<file path="src/rtl/arcino_instr_aligner_if.sv">
// Bus bundle between prefetch buffer, instruction aligner and decoder.
// slave = aligner view, master = environment (prefetch + decoder) view.
interface arcino_instr_aligner_if;
    localparam int unsigned XLEN = 32;

    logic            branch_i;
    logic [XLEN-1:0] branch_addr_i;
    logic            in_valid_i;
    logic            in_ready_o;
    logic [XLEN-1:0] in_rdata_i;
    logic [XLEN-1:0] in_addr_i;
    logic            out_valid_o;
    logic            out_ready_i;
    logic [XLEN-1:0] out_instr_o;
    logic [XLEN-1:0] out_pc_o;
    logic            out_compressed_o;

    modport slave (
        input  branch_i, branch_addr_i, in_valid_i, in_rdata_i, in_addr_i, out_ready_i,
        output in_ready_o, out_valid_o, out_instr_o, out_pc_o, out_compressed_o
    );

    modport master (
        output branch_i, branch_addr_i, in_valid_i, in_rdata_i, in_addr_i, out_ready_i,
        input  in_ready_o, out_valid_o, out_instr_o, out_pc_o, out_compressed_o
    );
endinterface

</file>
<file path="src/rtl/arcino_instr_aligner.sv">
// Halfword aligner: splits 32-bit fetch words into RVC / 32-bit instructions,
// holding one upper halfword and its PC across word boundaries.
module arcino_instr_aligner #(
    parameter bit RVC_EN = 1'b1
) (
    input logic                   clk_i,
    input logic                   rst_ni,
    arcino_instr_aligner_if.slave bus
);
    localparam int unsigned XLEN = 32;
    localparam int unsigned HW   = 16;

    typedef enum logic [1:0] {
        ALIGNED = 2'd0,
        HALF    = 2'd1,
        SKIP    = 2'd2
    } state_e;

    state_e          state_q, state_d;
    logic [HW-1:0]   half_q, half_d;
    logic [XLEN-1:0] half_pc_q, half_pc_d;

    logic [HW-1:0]   lo_c;
    logic            lo_rvc_c;
    logic            half_rvc_c;
    logic            out_hs_c;
    logic [XLEN-1:0] word_pc_c;
    logic            unused_c;

    assign lo_c       = bus.in_rdata_i[HW-1:0];
    assign lo_rvc_c   = RVC_EN && (lo_c[1:0] != 2'b11);
    assign half_rvc_c = RVC_EN && (half_q[1:0] != 2'b11);
    assign word_pc_c  = {bus.in_addr_i[XLEN-1:2], 2'b00};
    assign out_hs_c   = bus.out_valid_o && bus.out_ready_i;
    assign unused_c   = ^{bus.in_addr_i[1:0], bus.branch_addr_i[XLEN-1:2], bus.branch_addr_i[0]};

    // State and held-halfword registers
    always_ff @(posedge clk_i or negedge rst_ni) begin
        if (!rst_ni) begin
            state_q   <= ALIGNED;
            half_q    <= '0;
            half_pc_q <= '0;
        end else begin
            state_q   <= state_d;
            half_q    <= half_d;
            half_pc_q <= half_pc_d;
        end
    end

    // Next state and held-halfword update; branch overrides everything
    always_comb begin
        state_d   = state_q;
        half_d    = half_q;
        half_pc_d = half_pc_q;
        if (bus.branch_i) begin
            state_d = (RVC_EN && bus.branch_addr_i[1]) ? SKIP : ALIGNED;
            half_d  = '0;
        end else begin
            unique case (state_q)
                ALIGNED: begin
                    if (out_hs_c && lo_rvc_c) begin
                        half_d    = bus.in_rdata_i[XLEN-1:HW];
                        half_pc_d = word_pc_c + XLEN'(2);
                        state_d   = HALF;
                    end
                end
                HALF: begin
                    if (out_hs_c) begin
                        if (half_rvc_c) begin
                            state_d = ALIGNED;
                        end else begin
                            half_d    = bus.in_rdata_i[XLEN-1:HW];
                            half_pc_d = half_pc_q + XLEN'(4);
                        end
                    end
                end
                SKIP: begin
                    if (bus.in_valid_i) begin
                        half_d    = bus.in_rdata_i[XLEN-1:HW];
                        half_pc_d = {bus.in_addr_i[XLEN-1:2], 2'b10};
                        state_d   = HALF;
                    end
                end
                default: state_d = ALIGNED;
            endcase
        end
    end

    // Combinational handshake and instruction outputs
    always_comb begin
        bus.out_valid_o      = 1'b0;
        bus.in_ready_o       = 1'b0;
        bus.out_instr_o      = '0;
        bus.out_pc_o         = '0;
        bus.out_compressed_o = 1'b0;
        if (!bus.branch_i) begin
            unique case (state_q)
                ALIGNED: begin
                    bus.out_valid_o = bus.in_valid_i;
                    bus.in_ready_o  = bus.out_ready_i;
                    bus.out_pc_o    = word_pc_c;
                    if (lo_rvc_c) begin
                        bus.out_instr_o      = {{HW{1'b0}}, lo_c};
                        bus.out_compressed_o = 1'b1;
                    end else begin
                        bus.out_instr_o = bus.in_rdata_i;
                    end
                end
                HALF: begin
                    bus.out_pc_o = half_pc_q;
                    if (half_rvc_c) begin
                        bus.out_valid_o      = 1'b1;
                        bus.out_instr_o      = {{HW{1'b0}}, half_q};
                        bus.out_compressed_o = 1'b1;
                    end else begin
                        bus.out_valid_o = bus.in_valid_i;
                        bus.in_ready_o  = bus.out_ready_i;
                        bus.out_instr_o = {lo_c, half_q};
                    end
                end
                SKIP: begin
                    bus.in_ready_o = 1'b1;
                end
                default: ;
            endcase
        end
    end
endmodule
</file>
<file path="src/flat_wrapper.sv">
// flat-port wrapper written by rule: the top's interface ports become plain ports
module arcino_instr_aligner_flat 
#(
    parameter bit RVC_EN = 1'b1
)
  (clk_i, rst_ni, bus_branch_i, bus_branch_addr_i, bus_in_valid_i, bus_in_rdata_i, bus_in_addr_i, bus_out_ready_i, bus_in_ready_o, bus_out_valid_o, bus_out_instr_o, bus_out_pc_o, bus_out_compressed_o);
  arcino_instr_aligner_if bus_i ();
  input logic clk_i;
  input logic rst_ni;
  input wire logic [$bits(bus_i.branch_i)-1:0] bus_branch_i;
  input wire logic [$bits(bus_i.branch_addr_i)-1:0] bus_branch_addr_i;
  input wire logic [$bits(bus_i.in_valid_i)-1:0] bus_in_valid_i;
  input wire logic [$bits(bus_i.in_rdata_i)-1:0] bus_in_rdata_i;
  input wire logic [$bits(bus_i.in_addr_i)-1:0] bus_in_addr_i;
  input wire logic [$bits(bus_i.out_ready_i)-1:0] bus_out_ready_i;
  output wire logic [$bits(bus_i.in_ready_o)-1:0] bus_in_ready_o;
  output wire logic [$bits(bus_i.out_valid_o)-1:0] bus_out_valid_o;
  output wire logic [$bits(bus_i.out_instr_o)-1:0] bus_out_instr_o;
  output wire logic [$bits(bus_i.out_pc_o)-1:0] bus_out_pc_o;
  output wire logic [$bits(bus_i.out_compressed_o)-1:0] bus_out_compressed_o;
  assign bus_i.branch_i = bus_branch_i;
  assign bus_i.branch_addr_i = bus_branch_addr_i;
  assign bus_i.in_valid_i = bus_in_valid_i;
  assign bus_i.in_rdata_i = bus_in_rdata_i;
  assign bus_i.in_addr_i = bus_in_addr_i;
  assign bus_i.out_ready_i = bus_out_ready_i;
  assign bus_in_ready_o = bus_i.in_ready_o;
  assign bus_out_valid_o = bus_i.out_valid_o;
  assign bus_out_instr_o = bus_i.out_instr_o;
  assign bus_out_pc_o = bus_i.out_pc_o;
  assign bus_out_compressed_o = bus_i.out_compressed_o;
  arcino_instr_aligner #(.RVC_EN(RVC_EN)) u_core (.clk_i(clk_i), .rst_ni(rst_ni), .bus(bus_i));
endmodule
</file>
<file path="config.mk">
export PLATFORM = sky130hd
export DESIGN_NAME = arcino_instr_aligner_flat
export DESIGN_NICKNAME = d
export VERILOG_FILES = /design/src/rtl/arcino_instr_aligner_if.sv /design/src/rtl/arcino_instr_aligner.sv /design/src/flat_wrapper.sv
export SDC_FILE = /design/constraint.sdc
export NUM_CORES = 1
export LEC_CHECK = 0
export ABC_CLOCK_PERIOD_IN_PS = 2400
export CORE_ASPECT_RATIO = 0.75
export CORE_MARGIN = 5
export CORE_UTILIZATION = 40
export DETAILED_ROUTE_END_ITERATION = 12
export GPL_TIMING_DRIVEN = 1
export PLACE_DENSITY = 0.77
export SLEW_MARGIN = 0
export SYNTH_ARGS = -nofsm -noshare
export SYNTH_HDL_FRONTEND = slang
export SYNTH_SLANG_ARGS = --single-unit
</file>
<file path="constraint.sdc">
create_clock -name clk_i -period 2.4 [get_ports clk_i]
set_input_delay 0.24 -clock clk_i [delete_from_list [all_inputs] [get_ports clk_i]]
set_output_delay 0.24 -clock clk_i [all_outputs]
set_load 0.05 [all_outputs]
</file>
# --- Word-level counts from Yosys, hierarchy flattened ---
# Cells that the tools add are included.
totals:
  ff_bits: 50
  input_bits: 101
  out_inout_bits: 67
op_classes:
  n_addsub: 2
  n_eq_ne: 13
  mux: 34
  bitwise: 1
  reduce_logical: 8
ops:
  columns: ["operator", "n"]
  rows:
  - ["$mux 32", 8]
  - ["$pmux 32 s2", 2]
  - ["$pmux 32 s3", 1]
  - ["$mux 16", 5]
  - ["$pmux 16 s3", 1]
  - ["$add 32x2->32 const B", 1]
  - ["$add 32x3->32 const B", 1]
  - ["$mux 2", 6]
  - ["$ne 3x2->1 const B", 3]
  - ["$ne 2x2->1 const B", 4]
  - ["$mux 1", 7]
  - ["$ne 3x3->1 const B", 2]
  - ["$pmux 2 s3", 1]
  - ["$reduce_and 6->1", 1]
  - ["$reduce_and 5->1", 1]
  - ["$ne 2x1->1 const B", 2]
  - ["$pmux 1 s2", 2]
  - ["$reduce_and 4->1", 1]
  - ["$reduce_bool 4->1", 1]
  - ["$pmux 1 s3", 1]
  - ["$reduce_bool 3->1", 1]
  - ["$eq 2x1->1 const B", 1]
  - ["$eq 2x2->1 const B", 1]
  - ["$logic_and 1x1->1", 2]
  - ["2 further kinds", 2]

# --- Logic depth before layout (Yosys ltp) ---
# Gate-level depths: netlist (run 1).
depth:
  ltp_word: 9
  ltp_mapped: 8
  mapped_depth_nobuf: 7

# --- Worst setup path after synthesis (run 1) ---
# No wires, ideal clock.
synth_timing:
  path_kind: "register -> output"
  start: "register u_core.state_q[1]"
  end: "output port bus_out_instr_o[16]"
  arrival_ps: 2364
  required_time_ps: 2160
  setup_slack_ps: -204
  stages_incl_launch_ff: 7
  path_buffers: 1
  path_cell_list: "dfrtp_1 > inv_1 > ha_1 > and3_1 > clkbuf_1 > a31oi_1 > nor3b_1"
synth_between:
  elab_chain_len: 3
  word_cells_on_any_way: 4
  classes_between: "eq/ne: 1; mux: 2; reduce/logical: 1"
synth_lines:
  columns: ["element", "line", "text"]
  rows:
  - ["start: declaration", "arcino_instr_aligner.sv:19", "state_e state_q, state_d;"]
  - ["start signal: assignment", "arcino_instr_aligner.sv:44", "state_q <= state_d;"]
  - ["$eq 2x1->1 / $logic_not 2->1 (equally long branches)", "arcino_instr_aligner.sv:97", "unique case (state_q)"]
  - ["$pmux 32 s2 (*)", "arcino_instr_aligner.sv:97", null]
  - ["$mux 32 (*)", "arcino_instr_aligner.sv:96", "if (!bus.branch_i) begin"]
  - ["end: declaration", "flat_wrapper.sv:18", "output wire logic [$bits(bus_i.out_instr_o)-1:0] bus_out_instr_o;"]
# Every way passes the cells marked *; elsewhere a longest branch is shown, timed or not.

# --- Worst setup path in the final report (run 1) ---
layout_timing:
  start: "register u_core.state_q[1]"
  end: "output port bus_in_ready_o"
layout_between:
  elab_chain_len: 3
  word_cells_on_any_way: 5
  classes_between: "eq/ne: 2; mux: 2; reduce/logical: 1"
layout_lines:
  columns: ["element", "line", "text"]
  rows:
  - ["$eq 2x2->1 (tied with other cells)", "arcino_instr_aligner.sv:97", null]
  - ["$pmux 1 s3 (*)", "arcino_instr_aligner.sv:97", null]
  - ["$mux 1 (*)", "arcino_instr_aligner.sv:96", null]
  - ["end: declaration", "flat_wrapper.sv:16", "output wire logic [$bits(bus_i.in_ready_o)-1:0] bus_in_ready_o;"]
# Marked as above.

==> results of run 1 <==
## kinds of logic after synthesis
logic type,Yosys count,synth area share [%]
buffers and inverters,48,5.462
DFF,49,33.67
adders and majority gates,5,1.718
other,1,0.1030
muxes,17,4.672
AOI/OAI and AO/OA,179,35.49
and+or+nand+nor,138,18.89
## layer usage
metal  share of wire (%)  GRT usage [%]
met5                   0              0
met4                 1.7          7.722
met3                 8.2          4.090
met2                  49          41.14
met1                  41          34.21
## cells in the mapped netlist (all sizes together) (5+ instances only)
master | n | area (µm²)
a21oi | 26 | 130.1
a22o | 53 | 464.2
a22oi | 9 | 67.56
a2bb2oi | 6 | 58.80
a31oi | 22 | 137.6
and3 | 6 | 37.54
buf | 10 | 56.31
clkbuf | 29 | 108.9
dfrtp | 49 | 1226
ha | 5 | 62.56
inv | 8 | 30.03
mux2i | 17 | 170.2
nand2 | 56 | 210.2
nand3 | 12 | 60.06
nand4 | 10 | 62.56
nor2 | 20 | 75.07
nor3 | 12 | 76.33
o21ai | 20 | 100.1
o22ai | 17 | 106.4
o31ai | 8 | 60.06
or3 | 5 | 31.28
## worst max-delay path: stages, from the launching register on
cell	delay, ns
dfrtp_1	0.39
inv_1	0.11
ha_2	0.31
and3_1	0.22
buf_4	0.21
o21ai_0	0.11
a211oi_2	0.32
buf_12	0.18
## flip-flops by register name, indices dropped and copies added (netlist names)
name	cells
u_core.half_pc_q	31
u_core.half_q	16
u_core.state_q	2
## layout by cell type (no fill, tap or decap), types with 10 or more instances in the layout
cell type / synthesis / routed
buf_12: 0 / 67
clkdlybuf4s50_1: 0 / 65
nand2_1: 56 / 56
a22o_1: 53 / 53
dfrtp_1: 49 / 49
a21oi_1: 26 / 26
buf_4: 1 / 26
a31oi_1: 22 / 22
o21ai_0: 20 / 20
o22ai_1: 17 / 17
mux2i_1: 17 / 17
nand3_1: 12 / 12
nor2_1: 20 / 10
nand4_1: 10 / 10
## worst paths after layout
check | start | end | slack, ns | depth (start not counted)
setup / recovery | u_core.state_q[1] | bus_in_ready_o | 0.03 | 7
hold / removal | rst_ni | u_core.half_q[12] | -0.02 | 1
setup reg to reg | u_core.state_q[1] | u_core.half_pc_q[8] | 0.12 | 9
hold reg to reg | u_core.half_pc_q[1] | u_core.half_pc_q[1] | 0.47 | 1
max in group asynchronous | rst_ni | u_core.half_pc_q[26] | 1.76 | 2
min in group clk_i | u_core.half_pc_q[1] | u_core.half_pc_q[1] | 0.47 | 1
## power breakdown
| group | total [W] | leakage (nW) | internal, W | switching, W |
|---|---|---|---|---|
| combinational | 0.00313 | 1.78 | 0.00138 | 0.00175 |
| sequential | 0.00154 | 0.586 | 0.00113 | 0.000406 |
| clock | 0.000956 | 0.0944 | 0.000602 | 0.000353 |
| total | 0.00563 | 2.46 | 0.00311 | 0.00251 |
## timing repair
item	in CTS	in global routing
gates cloned	1	1
pin swaps	1	16
setup buffers	2	4
resized for setup	6	12
endpoints found under the setup margin	52	65
## cell type report
type / count / area (µm²)
clock inverter: 3 / 68.82
sequential: 49 / 1226
tap: 112 / 140.1
multi-input combinational: 342 / 2310
fill: 668 / 2829
timing repair buffer: 163 / 2238
clock buffer: 5 / 125.1
inverter: 9 / 33.78
## per-stage QoR
step | setup TNS [ns] | total power [W]
final | 0 | 0.005625
after global placement | -0.003204 | 0.004441
after floorplan | 0 | 0.003234
after CTS | 0 | 0.005524
after detailed placement | -0.003134 | 0.004524
after global routing | -0.8042 | 0.005875
==> metrics.log, run 1 <==
INFO  metric hold-worst-slack = -0.01946 ns
INFO  metric hpwlAfterDp = 10110 µm
INFO  metric setup_violations = 0
INFO  metric status = finished, violations left
INFO  metric holdBufCountCts = 0
INFO  metric ctsLongestPathBuffers = 2
INFO  metric vdd.ir_drop.worst = a little over 0.4 mV
INFO  metric first_global_vias = 4233
INFO  metric final.period_utilization = 98.89%
INFO  metric cp_data_arrival_time = approximately 2.1 ns
INFO  metric yosys_register_bits = 49
INFO  metric dpl_worst_slack = -0.003134 ns
INFO  metric gp_congestion = 0.8922
INFO  metric setup.worst_path.end_class = primary output
INFO  metric power-per-cell-area = around 920 nW/µm²
INFO  metric route.antenna.remaining_nets = 0
INFO  metric slew_headroom = ~53%
INFO  metric vias_per_cell = around 6.4
INFO  metric grt_start_max_net_pins = 51
INFO  metric min-delay-path-class = input pin to async pin
INFO  metric ctsRootBufferMaster = clkbuf_16
INFO  metric violations_in_the_final_reports = negative hold slack
INFO  metric initial_utilization = between 40% and 50%
INFO  metric setup_ws = around 0.027 ns
INFO  metric wirelength = 14540 µm
INFO  metric critical_path_required = approximately 2.2 ns
INFO  metric path_class = flop to primary output
INFO  metric post-route-min-period = 2.373 ns
INFO  metric first_pass_grt_wire_length = approximately 23000 µm
INFO  metric fmax = around 420 MHz
INFO  metric worstSkewPairLatency = approximately 0.3 ns
INFO  metric synth.net_count = roughly 540
INFO  metric timing_hold_violations_final = 26
INFO  metric netlist_instances = 437
INFO  metric power_leakage = 2.459 nW
INFO  metric htreeDepth = 2
INFO  metric fin_util = 68.47%
INFO  metric tightestPinTransition = between 0.7 and 0.8 ns
INFO  metric syn-mean-instance-area = around 8.3 µm²
INFO  metric yosys_warnings = 0
INFO  metric global_route.usage.total = around a quarter
INFO  metric final_standard_cell_count_with_taps_included_and_fillers_excluded = between 600 and 700
INFO  metric place_inst = ~670
INFO  metric fp-row-count = 30
INFO  metric finalInstanceArea = 6142 µm²
INFO  metric synthArstFlopShare = 100.0%
INFO  metric count_of_max_cap_constraint_violations = 0
INFO  metric cts.clk_slew.worst_paths = ~0.070 ns
INFO  metric design.portCount = ~170
INFO  metric drt_drc_violations_left = 0
INFO  metric cts_inserted_buffers = 5
INFO  metric layout-area-overhead-vs-synth = 68.64%
INFO  metric synth.yosys.seq_area_share = 33.67%
INFO  metric synth_edf_count = 0
INFO  metric port_buffers = approximately 130
INFO  metric grt_setup_unrepaired = true
INFO  metric route.vias.total = ~4400
INFO  metric path_max_fanout = 12
INFO  metric synthDistinctLibCells = 50
INFO  metric dpl_cell_area = ~6000 µm²
INFO  metric startpoint_type = flop
INFO  metric design.die.area = around 11000 µm²
INFO  metric drtIter0Drc = approximately 470
INFO  metric drt_first_pass_iters = 6
INFO  metric drt-wirelength-per-cell = around 21 µm
INFO  metric layout-drive-gt1-share = between 20% and 30%
INFO  metric tritoncts_num_sinks = between 40 and 50
INFO  metric fin_nets = around 680
INFO  metric timing_max_transition_violations_final = 0
INFO  metric initial_antenna_violation_count = 0
INFO  metric gr-total-overflow = 0
INFO  metric die_w = around 120 µm
INFO  metric insertedDiodeCount = 0
INFO  metric worst_clock_skew = 0.01133 ns
INFO  metric ys.flop_type = dfrtp_1
INFO  metric tritoncts = yes
INFO  metric syn-cell-area = around 3600 µm²
INFO  metric design.core.area = around 9000 µm²
INFO  metric floorplan.die.height = between 90 and 100 µm
Power figures use the tool's default switching activity.
==> inputs of run 2 (changes only) <==
ABC_CLOCK_PERIOD_IN_PS = 2700   (was 2400)
HOLD_SLACK_MARGIN = 0.1   (was not set)
clock period = 2.7 ns   (was 2.4 ns; I/O delays follow)
==> run 2 against run 1 <==
The run now ends clean. Worst setup slack improved by 0.077 ns. First-iteration DRC count fell by 16%. Sequential share of layout area increased by 0.78 points. Flip-flop and latch count did not move. Wire length shrank 9.7%. Critical path type unchanged.
==> metrics.log, run 2 (same netlist as run 1, synthesis figures left out) <==
INFO  metric timing_max_transition_violations_final = 0
INFO  metric largest_register = u_core.half_pc_q
INFO  metric final_common_cell = buf_12
INFO  metric vdd.ir_drop.worst = between 0.3 and 0.4 mV
INFO  metric busiest_layer = met2
INFO  metric drt_first_pass_iters = 7
INFO  metric post-route-min-period = 2.597 ns
INFO  metric timing_hold_violations_final = 0
INFO  metric drt-wirelength-per-cell = between 15 and 20 µm
INFO  metric setup.worst_path.end_class = primary output
INFO  metric port_buffers = about 130
INFO  metric mostFrequentLayoutCells = buf_12, clkdlybuf4s50_1, nand2_1
INFO  metric worst_clock_skew = about 0.011 ns
INFO  metric design.core.area = approximately 9000 µm²
INFO  metric wirelength = between 10000 and 15000 µm
INFO  metric grt_setup_unrepaired = false
INFO  metric insertedDiodeCount = 0
INFO  metric path_class = flop to primary output
INFO  metric setup_violations = 0
INFO  metric gp_congestion = between 0.8 and 0.9
INFO  metric die_w = roughly 120 µm
INFO  metric critical_path_required = roughly 2.4 ns
INFO  metric gr-total-overflow = 0
INFO  metric layout-drive-gt1-share = a little under a fifth
INFO  metric count_of_max_cap_constraint_violations = 0
INFO  metric cts_inserted_buffers = 5
INFO  metric slew_headroom = between 20% and 30%
INFO  metric globalRouteMet1Util = between 30% and 40%
INFO  metric startpoint_type = flop
INFO  metric initial_utilization = roughly 41%
INFO  metric largestRegisters = u_core.half_pc_q (31), u_core.half_q (16), u_core.state_q (2)
INFO  metric first_global_vias = around 4000
INFO  metric design.portCount = ~170
INFO  metric initial_antenna_violation_count = 0
INFO  metric path_max_fanout = 21
INFO  metric global_route.usage.total = 23.09%
INFO  metric layout-area-overhead-vs-synth = 62.32%
INFO  metric post_cts_resize_count = 0
INFO  metric cts.clk_slew.worst_paths = 0.06 ns
INFO  metric min-delay-path-class = input pin to async pin
INFO  metric power-per-cell-area = 783.8 nW/µm²
INFO  metric hpwlAfterDp = slightly below 10000 µm
INFO  metric htreeDepth = 2
INFO  metric tightestPinTransition = roughly 1.1 ns
INFO  metric worstSkewPairLatency = approximately 0.3 ns
INFO  metric final.period_utilization = between 90% and 100%
INFO  metric vias_per_cell = between 6 and 7
INFO  metric largest_register_ffs = 31
INFO  metric tritoncts_num_sinks = 49
INFO  metric setup_ws = just over 0.1 ns
INFO  metric dpl_worst_slack = between 0.3 and 0.4 ns
INFO  metric drtIter0Drc = 390
INFO  metric route.antenna.remaining_nets = 0
INFO  metric groute.layer.met2.usage = between 30% and 40%
INFO  metric total_neg_setup_slack = 0 ns
INFO  metric holdBufCountCts = 0
INFO  metric design.die.area = roughly 11000 µm²
INFO  metric power_leakage = ~2.3 nW
INFO  metric fp-row-count = 30
INFO  metric fmax = around 390 MHz
INFO  metric drt_drc_violations_left = 0
INFO  metric status = complete, no violations
INFO  metric tritoncts = yes
INFO  metric globalRouteMet3Util = around 3.5%
INFO  metric post_cts_buffers = 0
INFO  metric ctsRootBufferMaster = clkbuf_16
INFO  metric grt_start_max_net_pins = 50
INFO  metric first_pass_grt_wire_length = roughly 21000 µm
INFO  metric cp_data_arrival_time = approximately 2.3 ns
INFO  metric fin_nets = approximately 660
INFO  metric route.vias.total = 4181
INFO  metric ctsLongestPathBuffers = 2
INFO  metric floorplan.die.height = ~93 µm
## run 2: cell types whose count changed in the layout (fill, tap and decap cells not counted), moves of 3 or more
cell    change
nor2_2      -9
nor2_1      +9
buf_6       -3
buf_4      -10
## run 2: area by class of cell
class,instances,area (µm²)
fill,721,3059
multi-input combinational,340,2241
timing repair buffer,150,2127
sequential,49,1226
tap,112,140.1
clock buffer,6,128.9
inverter,9,33.78
clock inverter,2,15.01
## run 2: worst paths after layout
| kind | startpoint | to | slack [ns] | cells after the start |
|---|---|---|---|---|
| setup / recovery | u_core.state_q[1] | bus_out_instr_o[29] | 0.10 | 8 |
| hold reg to reg | u_core.half_pc_q[1] | u_core.half_pc_q[1] | 0.51 | 1 |
| max in group asynchronous | rst_ni | u_core.half_pc_q[14] | 1.79 | 1 |
| min in group clk_i | u_core.half_pc_q[1] | u_core.half_pc_q[1] | 0.51 | 1 |
| setup reg to reg | u_core.state_q[1] | u_core.half_pc_q[17] | 0.34 | 9 |
| hold / removal | rst_ni | u_core.half_q[8] | 0.21 | 1 |
## run 2: worst max-delay path, stage by stage (launching register included)
cell     delay (ns)
dfrtp_1        0.41
inv_1          0.09
ha_2           0.27
buf_4          0.28
inv_1          0.12
nor2_4         0.15
and3_2         0.32
a22o_1         0.23
buf_12         0.15
## run 2: per-stage QoR
stage / total power [W] / cells / util (%) / instance area [µm²] / hold WS, ns
detailed placement: 0.003979 / 660 / 64.28 / 5767 / 0.4548
floorplan: 0.002869 / 437 / - / 3642 / -0.02559
finish: 0.004634 / 668 / 65.90 / 5912 / 0.2066
CTS: 0.004625 / 668 / 65.89 / 5911 / 0.2342
global route: 0.004878 / 668 / 65.90 / 5912 / 0.3009
global placement: 0.003896 / 660 / 64.28 / 5767 / 0.4498
## run 2: layer usage
layer	wire [µm]	vias to the layer above
met5	0	-
met4	153	0
met3	907	16
met2	6295	209
met1	5779	2033
li1	-	1923
## run 2: power breakdown
group	internal (W)	leakage (nW)	total, W	switching, W
sequential	0.00101	0.586	0.00137	0.000367
combinational	0.00116	1.69	0.00263	0.00147
clock	0.000344	0.0631	0.000630	0.000286
==> inputs of run 3 (changes only) <==
ABC_CLOCK_PERIOD_IN_PS = 2600   (was 2700)
clock period = 2.6 ns   (was 2.7 ns; I/O delays follow)
==> run 3 against run 2 <==
First-iteration DRC count increased by 13%. Utilization rose by 0.39 points. Cell area up 0.59%. Sequential share of layout area decreased by 0.12 points. Register-to-register slack worse by 0.11 ns. Combinational power is 5% higher. Worst setup slack gained 0.055 ns. Global-route usage rose by 0.31 points. Non-clock buffer count is 1 higher.
==> metrics.log, run 3 (same netlist as run 1, synthesis figures left out) <==
INFO  metric largestRegisters = u_core.half_pc_q (31), u_core.half_q (16), u_core.state_q (2)
INFO  metric ctsRootBufferMaster = clkbuf_16
INFO  metric holdBufCountCts = 0
INFO  metric tritoncts_num_sinks = 49
INFO  metric insertedDiodeCount = 0
INFO  metric port_buffers = between 100 and 150
INFO  metric design.die.area = 11130 µm²
INFO  metric post-route-min-period = between 2 and 2.5 ns
INFO  metric fp-row-count = 30
INFO  metric vdd.ir_drop.worst = a little over 0.4 mV
INFO  metric final_common_cell = buf_12
INFO  metric global_route.usage.total = between 20% and 30%
INFO  metric cp_data_arrival_time = ~2.2 ns
INFO  metric sequential_cell_area = around 1200 µm²
INFO  metric tritoncts = yes
INFO  metric fin_util = roughly 66%
INFO  metric design.portCount = between 150 and 200
INFO  metric worstPathCellList = inv_1 > ha_1 > buf_4 > and3_1 > and2_1 > a22o_1 > buf_12
INFO  metric post_cts_resize_count = 0
INFO  metric netSwitchingPower = 0.002234 W
INFO  metric largest_register_ffs = 31
INFO  metric grt_start_max_net_pins = 64
INFO  metric power_frac_clock = 15.2%
INFO  metric vias_per_cell = around 6.4
INFO  metric dpl_worst_slack = 0.2566 ns
INFO  metric design.core.area = about 9000 µm²
INFO  metric final.period_utilization = 93.92%
INFO  metric initial_utilization = slightly above 40%
INFO  metric fmax = approximately 400 MHz
INFO  metric switching_share = 45.09%
INFO  metric post_cts_buffers = 0
INFO  metric worst_clock_skew = between 0.007 and 0.008 ns
INFO  metric htreeDepth = 2
INFO  metric setup_violations = 0
INFO  metric comb_power_share = a little under three fifths
INFO  metric grt_setup_unrepaired = false
INFO  metric startpoint_type = flop
INFO  metric total_neg_setup_slack = 0 ns
INFO  metric power.sequential.fraction = between 20% and 30%
INFO  metric setup.worst_path.end_class = primary output
INFO  metric finalInstanceArea = slightly below 6000 µm²
INFO  metric num-fill-cells = 690
INFO  metric power_leakage = roughly 2.4 nW
INFO  metric wirelength = ~13000 µm
INFO  metric mostFrequentLayoutCells = buf_12, clkdlybuf4s50_1, nand2_1
INFO  metric hold-worst-slack = between 0.05 and 0.06 ns
INFO  metric drt_first_pass_iters = 5
INFO  metric route.antenna.remaining_nets = 0
INFO  metric timing_max_transition_violations_final = 0
INFO  metric layout-drive-gt1-share = approximately 19%
INFO  metric route.vias.total = around 4300
INFO  metric critical_path_required = about 2.3 ns
INFO  metric largest_register = u_core.half_pc_q
INFO  metric timing_hold_violations_final = 0
INFO  metric tightestPinTransition = around 0.63 ns
INFO  metric fin_nets = ~660
INFO  metric initial_antenna_violation_count = 0
INFO  metric cts_inserted_buffers = 5
INFO  metric drt-wirelength-per-cell = 19.64 µm
INFO  metric path_max_fanout = 8
INFO  metric floorplan.die.height = slightly above 90 µm
INFO  metric worst_path_max_delay_cell = dfrtp_1
INFO  metric drt_drc_violations_left = 0
INFO  metric worstSkewPairLatency = 0.29 ns
INFO  metric slew_headroom = about 57%
INFO  metric first_pass_grt_wire_length = 21290 µm
INFO  metric slowest_delay = around 0.42 ns
INFO  metric drtIter0Drc = about 440
INFO  metric min-delay-path-class = input pin to async pin
INFO  metric power-per-cell-area = ~830 nW/µm²
INFO  metric die_w = 120.2 µm
INFO  metric hpwlAfterDp = 9704 µm
INFO  metric dpl_cell_area = between 5000 and 6000 µm²
INFO  metric setup_ws = ~0.16 ns
INFO  metric first_global_vias = 4121
INFO  metric count_of_max_cap_constraint_violations = 0
INFO  metric gr-total-overflow = 0
INFO  metric gp_congestion = about 0.85
INFO  metric cts.clk_slew.worst_paths = 0.07 ns
INFO  metric ctsLongestPathBuffers = 2
INFO  metric layout-area-overhead-vs-synth = 63.28%
INFO  metric path_class = flop to primary output
INFO  metric p_int = around 0.0027 W
INFO  metric status = complete, no violations
INFO  metric multiInputGateArea = about 2200 µm²
run 3: final timing paths:
path / startpoint / endpoint / slack, ns / depth (start not counted)
worst max-delay path: u_core.state_q[0] / bus_out_instr_o[31] / 0.16 / 7
worst min-delay path: rst_ni / u_core.half_q[15] / 0.05 / 2
worst max register to register: u_core.state_q[1] / u_core.half_pc_q[12] / 0.23 / 7
worst min register to register: u_core.half_pc_q[1] / u_core.half_pc_q[1] / 0.48 / 1
max in group asynchronous: rst_ni / u_core.half_q[7] / 2.10 / 2
min in group clk_i: u_core.half_pc_q[1] / u_core.half_pc_q[1] / 0.48 / 1
run 3: worst max-delay path: cells and delay by family (launching register included):
kind            cells  cell delay, ns
compound gates      1            0.27
fa+ha+maj           1            0.22
buf+inv             3            0.43
flops               1            0.42
simple gates        2            0.55
run 3: cell type report:
type | instances | share of cell area, %
well taps | 112 | 2.356
inverters | 9 | 0.5681
clock buffers | 6 | 2.167
multi-input cells | 340 | 37.74
flip-flops and latches | 49 | 20.62
repair buffers | 151 | 35.89
clock inverters | 2 | 0.6522
run 3: stage by stage:
| stage | std cells | total power, W |
|---|---|---|
| finish | 669 | 0.004954 |
| global route | 669 | 0.005202 |
| CTS | 669 | 0.004907 |
| detailed placement | 661 | 0.004145 |
| global placement | 661 | 0.004065 |
| floorplan | 437 | 0.002980 |
run 3: power by group through the flow:
stage	clock, W	sequential (W)	combinational (W)
after global routing	0.000797	0.00147	0.00293
after floorplan	0	0.00130	0.00168
final	0.000754	0.00144	0.00276
after detailed placement	0	0.00142	0.00273
after global placement	0	0.00140	0.00267
after CTS	0.000753	0.00141	0.00275
run 3: metal layers:
| layer | wire length, µm | global-route usage [%] | vias to the layer above |
|---|---|---|---|
| li1 | - | - | 1931 |
| met1 | 5586 | 32.46 | 2039 |
| met2 | 6143 | 37.26 | 253 |
| met3 | 1100 | 3.724 | 31 |
| met4 | 306 | 7.817 | 0 |
| met5 | 0 | 0 | - |
